$ cat src/rtl/settings_store_pkg.sv
// Shared definitions for the settings_store flash controller: FSM states,
// CSR register map, status bit positions and control-word constants.
// Optional readback check is enabled by defining SETTINGSSTORE_VERIFY_EN.
package settings_store_pkg;

    typedef enum logic [3:0] {
        ST_LOAD,
        ST_LOADWAIT,
        ST_IDLE,
        ST_UNPROT,
        ST_ERASE,
        ST_ERPOLL,
        ST_WRITE,
        ST_WRPOLL,
`ifdef SETTINGSSTORE_VERIFY_EN
        ST_VERIFY,
        ST_VERIFYWAIT,
`endif
        ST_PROTECT
    } state_e;

    localparam logic CSR_STATUS  = 1'b0;
    localparam logic CSR_CONTROL = 1'b1;

    localparam int BUSY_LSB = 0;
    localparam int BUSY_MSB = 1;
    localparam int WS_BIT   = 3;
    localparam int ES_BIT   = 4;

    // All sectors protected, no erase requested.
    localparam logic [31:0] CTRL_PROTECT_ALL   = 32'hFFFF_FFFF;
    // All sector protects cleared, no sector erase, no page erase.
    localparam logic [31:0] CTRL_UNPROTECT_ALL = {4'hF, 5'b00000, 3'b111, 20'hFFFFF};

    // Control word that keeps sectors unprotected and erases one page.
    function automatic logic [31:0] ctrl_page_erase(input logic [19:0] page);
        return {4'hF, 5'b00000, 3'b111, page};
    endfunction

endpackage

$ cat src/rtl/settings_store_poller.sv
// flash_status_poller: after a start pulse waits POLLDLY idle cycles, then
// reads the flash status register (fixed read latency 1) until the busy
// field is idle, and reports done together with the selected success bit
// (es when sel_es_i=1, ws otherwise).
module flash_status_poller
    import settings_store_pkg::*;
#(
    parameter int POLLDLY = 4
) (
    input  logic       clk_i,
    input  logic       rst_ni,
    input  logic       start_i,
    input  logic       sel_es_i,
    input  logic [4:0] status_i,
    output logic       csr_read_o,
    output logic       done_o,
    output logic       ok_o
);

    typedef enum logic [1:0] {P_IDLE, P_WAIT, P_READ, P_SAMPLE} pstate_e;

    pstate_e     state_q, state_d;
    logic [15:0] cnt_q, cnt_d;

    logic unused_status;
    assign unused_status = status_i[2];

    // Poller state and delay counter.
    always_ff @(posedge clk_i or negedge rst_ni) begin
        if (!rst_ni) begin
            state_q <= P_IDLE;
            cnt_q   <= '0;
        end else begin
            state_q <= state_d;
            cnt_q   <= cnt_d;
        end
    end

    // Delay, issue a status read, sample it one cycle later, repeat while busy.
    always_comb begin
        state_d    = state_q;
        cnt_d      = cnt_q;
        done_o     = 1'b0;
        ok_o       = 1'b0;
        csr_read_o = (state_q == P_READ);
        case (state_q)
            P_IDLE: begin
                if (start_i) begin
                    if (POLLDLY == 0) begin
                        state_d = P_READ;
                    end else begin
                        cnt_d   = 16'(POLLDLY);
                        state_d = P_WAIT;
                    end
                end
            end
            P_WAIT: begin
                cnt_d = cnt_q - 16'd1;
                if (cnt_q <= 16'd1) state_d = P_READ;
            end
            P_READ: begin
                state_d = P_SAMPLE;
            end
            P_SAMPLE: begin
                if (status_i[BUSY_MSB:BUSY_LSB] == 2'b00) begin
                    done_o  = 1'b1;
                    ok_o    = sel_es_i ? status_i[ES_BIT] : status_i[WS_BIT];
                    state_d = P_IDLE;
                end else begin
                    state_d = P_READ;
                end
            end
            default: state_d = P_IDLE;
        endcase
    end

endmodule

$ cat src/rtl/settings_store.sv
// settings_store: loads NWORDS settings words from flash after reset and
// writes a new set back on save_req (unprotect, page erase, word writes,
// re-protect). Define SETTINGSSTORE_VERIFY_EN to add a readback comparison
// of the written words before the settings bank is updated.
module settings_store
    import settings_store_pkg::*;
#(
    parameter int          NWORDS   = 4,
    parameter logic [11:0] BASEADDR = 12'h000,
    parameter logic [19:0] PAGEADDR = 20'h00000,
    parameter int          POLLDLY  = 4
) (
    input  logic                  clock,
    input  logic                  reset_n,
    input  logic                  save_req,
    input  logic [32*NWORDS-1:0]  save_data,
    output logic [32*NWORDS-1:0]  settings,
    output logic                  valid,
    output logic                  busy,
    output logic                  error,
    output logic [11:0]           avmm_data_addr,
    output logic                  avmm_data_read,
    output logic                  avmm_data_write,
    output logic [31:0]           avmm_data_writedata,
    output logic [1:0]            avmm_data_burstcount,
    input  logic [31:0]           avmm_data_readdata,
    input  logic                  avmm_data_waitrequest,
    input  logic                  avmm_data_readdatavalid,
    output logic                  avmm_csr_addr,
    output logic                  avmm_csr_read,
    output logic                  avmm_csr_write,
    output logic [31:0]           avmm_csr_writedata,
    input  logic [31:0]           avmm_csr_readdata
);

    localparam logic [3:0] LAST = 4'(NWORDS - 1);

    state_e                state_q, state_d;
    logic [3:0]            idx_q, idx_d;
    logic [32*NWORDS-1:0]  settings_q, settings_d;
    logic [32*NWORDS-1:0]  shadow_q, shadow_d;
    logic                  valid_q, valid_d;
    logic                  busy_q, busy_d;
    logic                  error_q, error_d;
    logic                  errnew_q, errnew_d;   // error raised during the current save
    logic                  drd_q, drd_d;
    logic                  dwr_q, dwr_d;
    logic [11:0]           daddr_q, daddr_d;
    logic [31:0]           dwdata_q, dwdata_d;
    logic                  cwr_q, cwr_d;
    logic [31:0]           cwdata_q, cwdata_d;

    logic poll_start, poll_rd, poll_done, poll_ok, poll_sel_es;

    logic unused_csr_hi;
    assign unused_csr_hi = ^avmm_csr_readdata[31:5];

    assign poll_sel_es = (state_q == ST_ERPOLL);

    flash_status_poller #(.POLLDLY(POLLDLY)) u_poller (
        .clk_i      (clock),
        .rst_ni     (reset_n),
        .start_i    (poll_start),
        .sel_es_i   (poll_sel_es),
        .status_i   (avmm_csr_readdata[4:0]),
        .csr_read_o (poll_rd),
        .done_o     (poll_done),
        .ok_o       (poll_ok)
    );

    // Controller state and all registered bus/output signals.
    always_ff @(posedge clock or negedge reset_n) begin
        if (!reset_n) begin
            state_q    <= ST_LOAD;
            idx_q      <= '0;
            settings_q <= '0;
            shadow_q   <= '0;
            valid_q    <= 1'b0;
            busy_q     <= 1'b1;
            error_q    <= 1'b0;
            errnew_q   <= 1'b0;
            drd_q      <= 1'b0;
            dwr_q      <= 1'b0;
            daddr_q    <= '0;
            dwdata_q   <= '0;
            cwr_q      <= 1'b0;
            cwdata_q   <= '0;
        end else begin
            state_q    <= state_d;
            idx_q      <= idx_d;
            settings_q <= settings_d;
            shadow_q   <= shadow_d;
            valid_q    <= valid_d;
            busy_q     <= busy_d;
            error_q    <= error_d;
            errnew_q   <= errnew_d;
            drd_q      <= drd_d;
            dwr_q      <= dwr_d;
            daddr_q    <= daddr_d;
            dwdata_q   <= dwdata_d;
            cwr_q      <= cwr_d;
            cwdata_q   <= cwdata_d;
        end
    end

    // Next-state logic: load sequence, then save sequence on request.
    always_comb begin
        state_d    = state_q;
        idx_d      = idx_q;
        settings_d = settings_q;
        shadow_d   = shadow_q;
        valid_d    = valid_q;
        busy_d     = busy_q;
        error_d    = error_q;
        errnew_d   = errnew_q;
        drd_d      = drd_q;
        dwr_d      = dwr_q;
        daddr_d    = daddr_q;
        dwdata_d   = dwdata_q;
        cwr_d      = 1'b0;
        cwdata_d   = cwdata_q;
        // Poll delay counts from the cycle the command completes on the bus.
        poll_start = ((state_q == ST_ERPOLL) && cwr_q) ||
                     ((state_q == ST_WRITE) && dwr_q && !avmm_data_waitrequest);
        case (state_q)
            ST_LOAD: begin
                if (!drd_q) begin
                    drd_d   = 1'b1;
                    daddr_d = BASEADDR + {8'd0, idx_q};
                end else if (!avmm_data_waitrequest) begin
                    drd_d   = 1'b0;
                    state_d = ST_LOADWAIT;
                end
            end
            ST_LOADWAIT: begin
                if (avmm_data_readdatavalid) begin
                    settings_d[32*int'(idx_q) +: 32] = avmm_data_readdata;
                    if (idx_q == LAST) begin
                        idx_d   = '0;
                        valid_d = 1'b1;
                        busy_d  = 1'b0;
                        state_d = ST_IDLE;
                    end else begin
                        idx_d   = idx_q + 4'd1;
                        state_d = ST_LOAD;
                    end
                end
            end
            ST_IDLE: begin
                if (save_req) begin
                    shadow_d = save_data;
                    busy_d   = 1'b1;
                    errnew_d = 1'b0;
                    idx_d    = '0;
                    state_d  = ST_UNPROT;
                end
            end
            ST_UNPROT: begin
                cwr_d    = 1'b1;
                cwdata_d = CTRL_UNPROTECT_ALL;
                state_d  = ST_ERASE;
            end
            ST_ERASE: begin
                cwr_d    = 1'b1;
                cwdata_d = ctrl_page_erase(PAGEADDR);
                state_d  = ST_ERPOLL;
            end
            ST_ERPOLL: begin
                if (poll_done) begin
                    if (!poll_ok) begin
                        error_d  = 1'b1;
                        errnew_d = 1'b1;
                        state_d  = ST_PROTECT;
                    end else begin
                        idx_d   = '0;
                        state_d = ST_WRITE;
                    end
                end
            end
            ST_WRITE: begin
                if (!dwr_q) begin
                    dwr_d    = 1'b1;
                    daddr_d  = BASEADDR + {8'd0, idx_q};
                    dwdata_d = shadow_q[32*int'(idx_q) +: 32];
                end else if (!avmm_data_waitrequest) begin
                    dwr_d   = 1'b0;
                    state_d = ST_WRPOLL;
                end
            end
            ST_WRPOLL: begin
                if (poll_done) begin
                    if (!poll_ok) begin
                        error_d  = 1'b1;
                        errnew_d = 1'b1;
                        state_d  = ST_PROTECT;
                    end else if (idx_q == LAST) begin
                        idx_d = '0;
`ifdef SETTINGSSTORE_VERIFY_EN
                        state_d = ST_VERIFY;
`else
                        state_d = ST_PROTECT;
`endif
                    end else begin
                        idx_d   = idx_q + 4'd1;
                        state_d = ST_WRITE;
                    end
                end
            end
`ifdef SETTINGSSTORE_VERIFY_EN
            ST_VERIFY: begin
                if (!drd_q) begin
                    drd_d   = 1'b1;
                    daddr_d = BASEADDR + {8'd0, idx_q};
                end else if (!avmm_data_waitrequest) begin
                    drd_d   = 1'b0;
                    state_d = ST_VERIFYWAIT;
                end
            end
            ST_VERIFYWAIT: begin
                if (avmm_data_readdatavalid) begin
                    if (avmm_data_readdata != shadow_q[32*int'(idx_q) +: 32]) begin
                        error_d  = 1'b1;
                        errnew_d = 1'b1;
                    end
                    if (idx_q == LAST) begin
                        idx_d   = '0;
                        state_d = ST_PROTECT;
                    end else begin
                        idx_d   = idx_q + 4'd1;
                        state_d = ST_VERIFY;
                    end
                end
            end
`endif
            ST_PROTECT: begin
                cwr_d    = 1'b1;
                cwdata_d = CTRL_PROTECT_ALL;
                if (!errnew_q) settings_d = shadow_q;
                busy_d   = 1'b0;
                state_d  = ST_IDLE;
            end
            default: state_d = ST_LOAD;
        endcase
    end

    assign settings             = settings_q;
    assign valid                = valid_q;
    assign busy                 = busy_q;
    assign error                = error_q;
    assign avmm_data_addr       = daddr_q;
    assign avmm_data_read       = drd_q;
    assign avmm_data_write      = dwr_q;
    assign avmm_data_writedata  = dwdata_q;
    assign avmm_data_burstcount = 2'd1;
    assign avmm_csr_addr        = cwr_q ? CSR_CONTROL : CSR_STATUS;
    assign avmm_csr_read        = poll_rd;
    assign avmm_csr_write       = cwr_q;
    assign avmm_csr_writedata   = cwdata_q;

endmodule

$ cat config.mk
export PLATFORM = sky130hd
export DESIGN_NAME = settings_store
export DESIGN_NICKNAME = d
export VERILOG_FILES = /design/src/rtl/settings_store_pkg.sv /design/src/rtl/settings_store_poller.sv /design/src/rtl/settings_store.sv
export SDC_FILE = /design/constraint.sdc
export NUM_CORES = 1
export LEC_CHECK = 0
export BUFFER_PORTS_ARGS = -buffer_cell sky130_fd_sc_hd__buf_2
export CAP_MARGIN = 15
export CORE_MARGIN = 1
export CORE_UTILIZATION = 48
export DETAILED_ROUTE_END_ITERATION = 7
export GPL_ROUTABILITY_DRIVEN = 0
export HOLD_SLACK_MARGIN = 0.05
export PLACE_DENSITY_LB_ADDON = 0.1
export REMOVE_ABC_BUFFERS = 1
export SYNTH_ARGS = -nofsm -noshare
export SYNTH_HDL_FRONTEND = slang
export SYNTH_SLANG_ARGS = --single-unit
$ cat constraint.sdc
create_clock -name clock -period 3.2 [get_ports clock]
set_clock_uncertainty 0.2 [all_clocks]
set_input_delay 0.32 -clock clock [delete_from_list [all_inputs] [get_ports clock]]
set_output_delay 0.32 -clock clock [all_outputs]
set_load 0.005 [all_outputs]
# Word level (Yosys, flattened, before mapping)
# Index checks and enable logic that the tools add are counted.
# totals
regBits	365
output_inout_bits	214
wordCells	137
in_bits	197
# op_classes
mux	53
reduce_logical	29
eq_ne	30
addsub	3
magnitude_cmp	1
shifts	3
bitwise_logic	2
# op_table
op	n
$mux 128	2
$pmux 128 s2	1
$bwmux 128	1
$shift 32x33->128 const A	1
$shiftx 128x10->32	1
$shiftx 32x33->128	1
$pmux 32 s3	1
$mux 4	18
$pmux 4 s9	1
$neg 9->33	1
$ne 2x2->1 const B	16
$pmux 16 s2	1
$mux 12	2
$pmux 12 s2	1
$eq 4x3->1 const B	4
$le 16x1->1 const B	1
$mux 1	16
$mux 16	1
$pmux 4 s4	1
$sub 16x1->16 const B	1
$eq 4x2->1 const B	3
$reduce_and 3->1	4
$mux 2	4
$pmux 2 s4	1
23 further kinds	37

# Depth between registers and ports, before layout
# logic_depth
ltp_word	7
mapped_depth	11

# By module
# From an unflattened synthesis, not the netlist that was laid out.
# unflattened
hier_cells	1220
area_unflattened_um2	15048.2
# modules_own_cells
module	n_inst	area_per_inst_um2	seq_area_each_um2	cells_per_inst
settings_store	1	14057.2	7758.7	1128
flash_status_poller	1	991.0	450.4	92

# Worst setup path before layout
# Ideal clock, no wire load.
# synth_timing
kind	register -> register
startpoint	register idx_q[0]
endpoint	register settings_q[71] (netlist: settings[71])
setup_slack_ns	-0.130
arrival_ns	3.004
period_less_slack_ns	3.330
stages_incl_launch_ff	12
path_cell_list	dfrtp_1 buf_2 buf_1 or3_1 ha_1 clkbuf_1 nand2_1 or4_4 nor3_4 buf_6 nor2_1 o32a_1
# synth_between
elab_chain_len	5
word_cells_on_any_way	6
cone_classes	add/sub (1); shift (2); mux (3)
# synth_lines
item	line_no	source
from (decl)	settings_store.sv:39	logic [3:0] idx_q, idx_d;
from (signal assigned)	settings_store.sv:90	idx_q <= idx_d;
$neg 9->33 (*)	settings_store.sv:137	settings_d[32*int'(idx_q) +: 32] = avmm_data_readdata;
$shiftx 32x33->128 / $shift 32x33->128 (equally long branches)	settings_store.sv:137	
$bwmux 128 (*)	settings_store.sv:137	
$mux 128 (*)	settings_store.sv:136	if (avmm_data_readdatavalid) begin
$pmux 128 s2 (*)	settings_store.sv:125	case (state_q)
to (signal assigned)	settings_store.sv:91	settings_q <= settings_d;
to (decl)	settings_store.sv:40	logic [32*NWORDS-1:0] settings_q, settings_d;
# Every way passes the cells marked *; elsewhere a longest branch is shown, timed or not. The select of a mux whose other input is x is not followed.
# A chain may end at the register's enable or synchronous reset.

# Worst setup path in the final report
# layout_timing
startpoint	register idx_q[0]
endpoint	register settings_q[88] (netlist: settings[88])
# Same word-level chain as after synthesis.

==> results.yml <==
sta:
  tightest_slew_ns: 0.750
  relSlewSlack_pct: 50.0
  maxSlewViolCount: 0
  whs_ns: 0.102
  fin_crit_sh_pct: 93.8
  fmax_mhz: 333
  report.final.hold_viol_count: 0
  setup_slack_ns: 0.197
  fin_crit_ns: 3.00
  setup_viol: 0
  rsz0062_at_grt: "false"
clocking:
  cts_setup_buffers: 0
  numCtsBuffers: 38
  cts_tree: "done"
  insertion_delay_ns: 0.52
  cts_sinks: 328
  cts_buffer_depth: 3
  cts_max_level: 2
  path_clk_slew_ns: 0.06
  cts_resized: 0
  ctsRootBufferMaster: "clkbuf_16"
critical_path:
  cp_slowest_cell: "dfrtp_4"
  worstPathRequired_ns: 3.39
  cpPeakStageDelay_ns: 0.47
  crit_path_cell_trace: "or3_1, ha_2, buf_4, nor4b_1, nor4_2, nor2_1, o21ba_2, buf_12, o32a_1"
  r2r-start: "idx_q[0]$_DFFE_PN0P_"
  crit_family: "simple AND/OR/NAND/NOR gates"
  start_kind: "register"
  critPathBufInv: 2
  crit_path_end_kind: "register"
  reg2regPathDepth: 9
  r2r_end: "settings[88]$_DFFE_PN0P_"
  r2r_setup_slack_ns: 0.20
  crit_start: "idx_q[0]$_DFFE_PN0P_"
  crit_type: "register to register"
  crit_arrival_ns: 3.19
  worstPathMaxFanout: 17
die:
  dieArea_sq_um: 31800
  die_h_microns: 178
  core_sq_um: 30600
  dieWidth_microns: 178
  ios: 411
  rows: 64
  floorplan.initialDensity_pct: 48.8
drt:
  drc_errors: 0
  dr.first_iter.drc_count: 1015
  finalWirelength_microns: 49300
  vias: 12400
  ant_nets: 0
  wl_per_cell_microns: 23.6
  viasPerCell: 5.93
  dr.pass1.iters: 5
run:
  drv_cap: 0
global_route:
  overflow: 0
  antenna_found_initial: 0
  grt_max_degree: 93
  gr-usage-all-layers_pct: 31.0
  grt_pass1_vias: 12700
  grt_pass1_wl_microns: 74400
pwr:
  vdd_drop_max_v: 0.000478
  p_total_uw: 15500
  p_per_area_nw_per_um2: 765
  p_leak_uw: 0.00980
run_status:
  status: "finished clean"
synthesis:
  synth.distinct_cells: 64
  yosys_warnings: 0
  syn_area_sq_um: 14900
  synth_cells: 1170
  avgSynthCellArea_sq_um: 12.8
  postSynthRegisterBits: 328
  synthArstFlopShare_pct: 100
  ys_seq_area_share_pct: 55.0
  synth_edf_count: 0
  ys.flop_type: "dfrtp_1"
layout:
  final_cells: 2093
  layout-drive-gt1-share_pct: 36.9
  layout.nets: 1871
  area_growth_pct: 35.4
min_path:
  hold_path_class: "input port to async pin"
placement:
  dp_slack_ns: 0.218
  placed_cells: 1858
  portBuffers: 372
  dp_hpwl_microns: 30600
worst max-delay path by stage:
| stage | slack, ns | cells past startpoint | end |
|---|---|---|---|
| CTS | 0.21 | 9 | settings[86]$_DFFE_PN0P_ |
| global placement | 0.29 | 8 | settings[113]$_DFFE_PN0P_ |
| global route | 0.07 | 9 | settings[89]$_DFFE_PN0P_ |
| detailed placement | 0.22 | 9 | settings[71]$_DFFE_PN0P_ |
| floorplan | -3.73 | 6 | settings[32]$_DFFE_PN0P_ |
| finish | 0.20 | 9 | settings[88]$_DFFE_PN0P_ |
final cells by class:
class	count	area (sq um)
flip-flops and latches	328	8210
clock inverters	7	110
clock buffers	60	1200
well taps	396	495
repair buffers	589	4080
diodes	1	2.50
fillers	2336	10400
inverters	10	37.5
multi-input cells	702	6070
per-layer routing:
layer / vias up / GRT usage [%] / wire, microns / share of wire, %
li1: 5409 / - / - / -
met1: 6303 / 41.7 / 20400 / 41
met2: 595 / 50.2 / 23600 / 48
met3: 100 / 6.78 / 4020 / 8.2
met4: 0 / 9.32 / 1360 / 2.8
met5: - / 0 / 0 / 0
synthesized netlist by cell type, types with 10 or more instances:
master	count	area share, %
and3_1	31	1.3
a22o_1	32	1.9
buf_2	25	0.84
clkbuf_1	55	1.4
buf_4	40	2.0
buf_1	14	0.35
dfrtp_1	327	55
o21ai_0	15	0.50
mux2_1	43	3.2
inv_1	10	0.25
nand2_1	20	0.50
o32a_1	31	2.1
mux4_2	32	4.8
nor2b_1	12	0.50
nand3_1	16	0.54
o2bb2ai_1	96	5.6
a22oi_1	96	4.8
nor2_1	78	2.0
mux2_2	89	6.7
repair_timing:
item	in CTS	in global routing
setup endpoints to repair	0	0
hold buffers	167	0
endpoints found under the hold margin	488	0
state kept, by name, summed over array words and instances (netlist names):
name / count
avmm_csr_write: 1
avmm_csr_writedata: 3
avmm_data_addr: 4
avmm_data_read: 1
avmm_data_write: 1
avmm_data_writedata: 32
busy: 1
errnew_q: 1
error: 1
idx_q: 4
settings: 128
shadow_q: 128
state_q: 4
u_poller.cnt_q: 16
u_poller.state_q: 2
valid: 1
placed cells by master, fill, tap and decap left out, drive strengths merged, types with 5 or more instances in the layout:
cell / synthesis / final
a21oi: 6 / 6
a22o: 32 / 32
a22oi: 96 / 96
and3: 31 / 31
buf: 83 / 422
clkbuf: 55 / 60
conb: 2 / 10
dfrtp: 327 / 327
dlygate4sd3: 0 / 167
ha: 5 / 5
inv: 10 / 10
mux2: 132 / 132
mux2i: 5 / 5
mux4: 32 / 32
nand2: 20 / 20
nand2b: 6 / 6
nand3: 16 / 16
nor2: 78 / 78
nor2b: 12 / 12
nor3: 7 / 7
nor4: 8 / 8
o21ai: 18 / 18
o22ai: 5 / 5
o2bb2ai: 96 / 96
o32a: 31 / 31
or3: 5 / 5
report_power, final:
group | total [uW] | switching [uW] | internal (uW)
clock | 4480 | 1680 | 2800
combinational | 4850 | 2520 | 2330
sequential | 6130 | 882 | 5240
cell families (layout without fill, tap and decap cells):
logic type,Yosys count,count (layout),synth area share [%]
adders and majority gates,5,5,0.419
AOI/OAI and AO/OA,314,314,17.2
other,2,11,0.0503
buffers and inverters,148,666,5.14
xor gates and xnor gates,2,2,0.117
and+or+nand+nor,202,202,7.03
muxes,169,169,15.1
DFF,328,328,55.0
stage by stage:
| step | TNS [ns] | utilization, % | cell area, sq um |
|---|---|---|---|
| floorplan | -754.66 | - | 14200 |
| global placement | 0 | 56.3 | 17200 |
| detailed placement | 0 | 56.3 | 17200 |
| CTS | 0 | 66.1 | 20200 |
| global route | 0 | 66.1 | 20200 |
| finish | 0 | 66.1 | 20200 |
(Power assumes the default switching activity.)
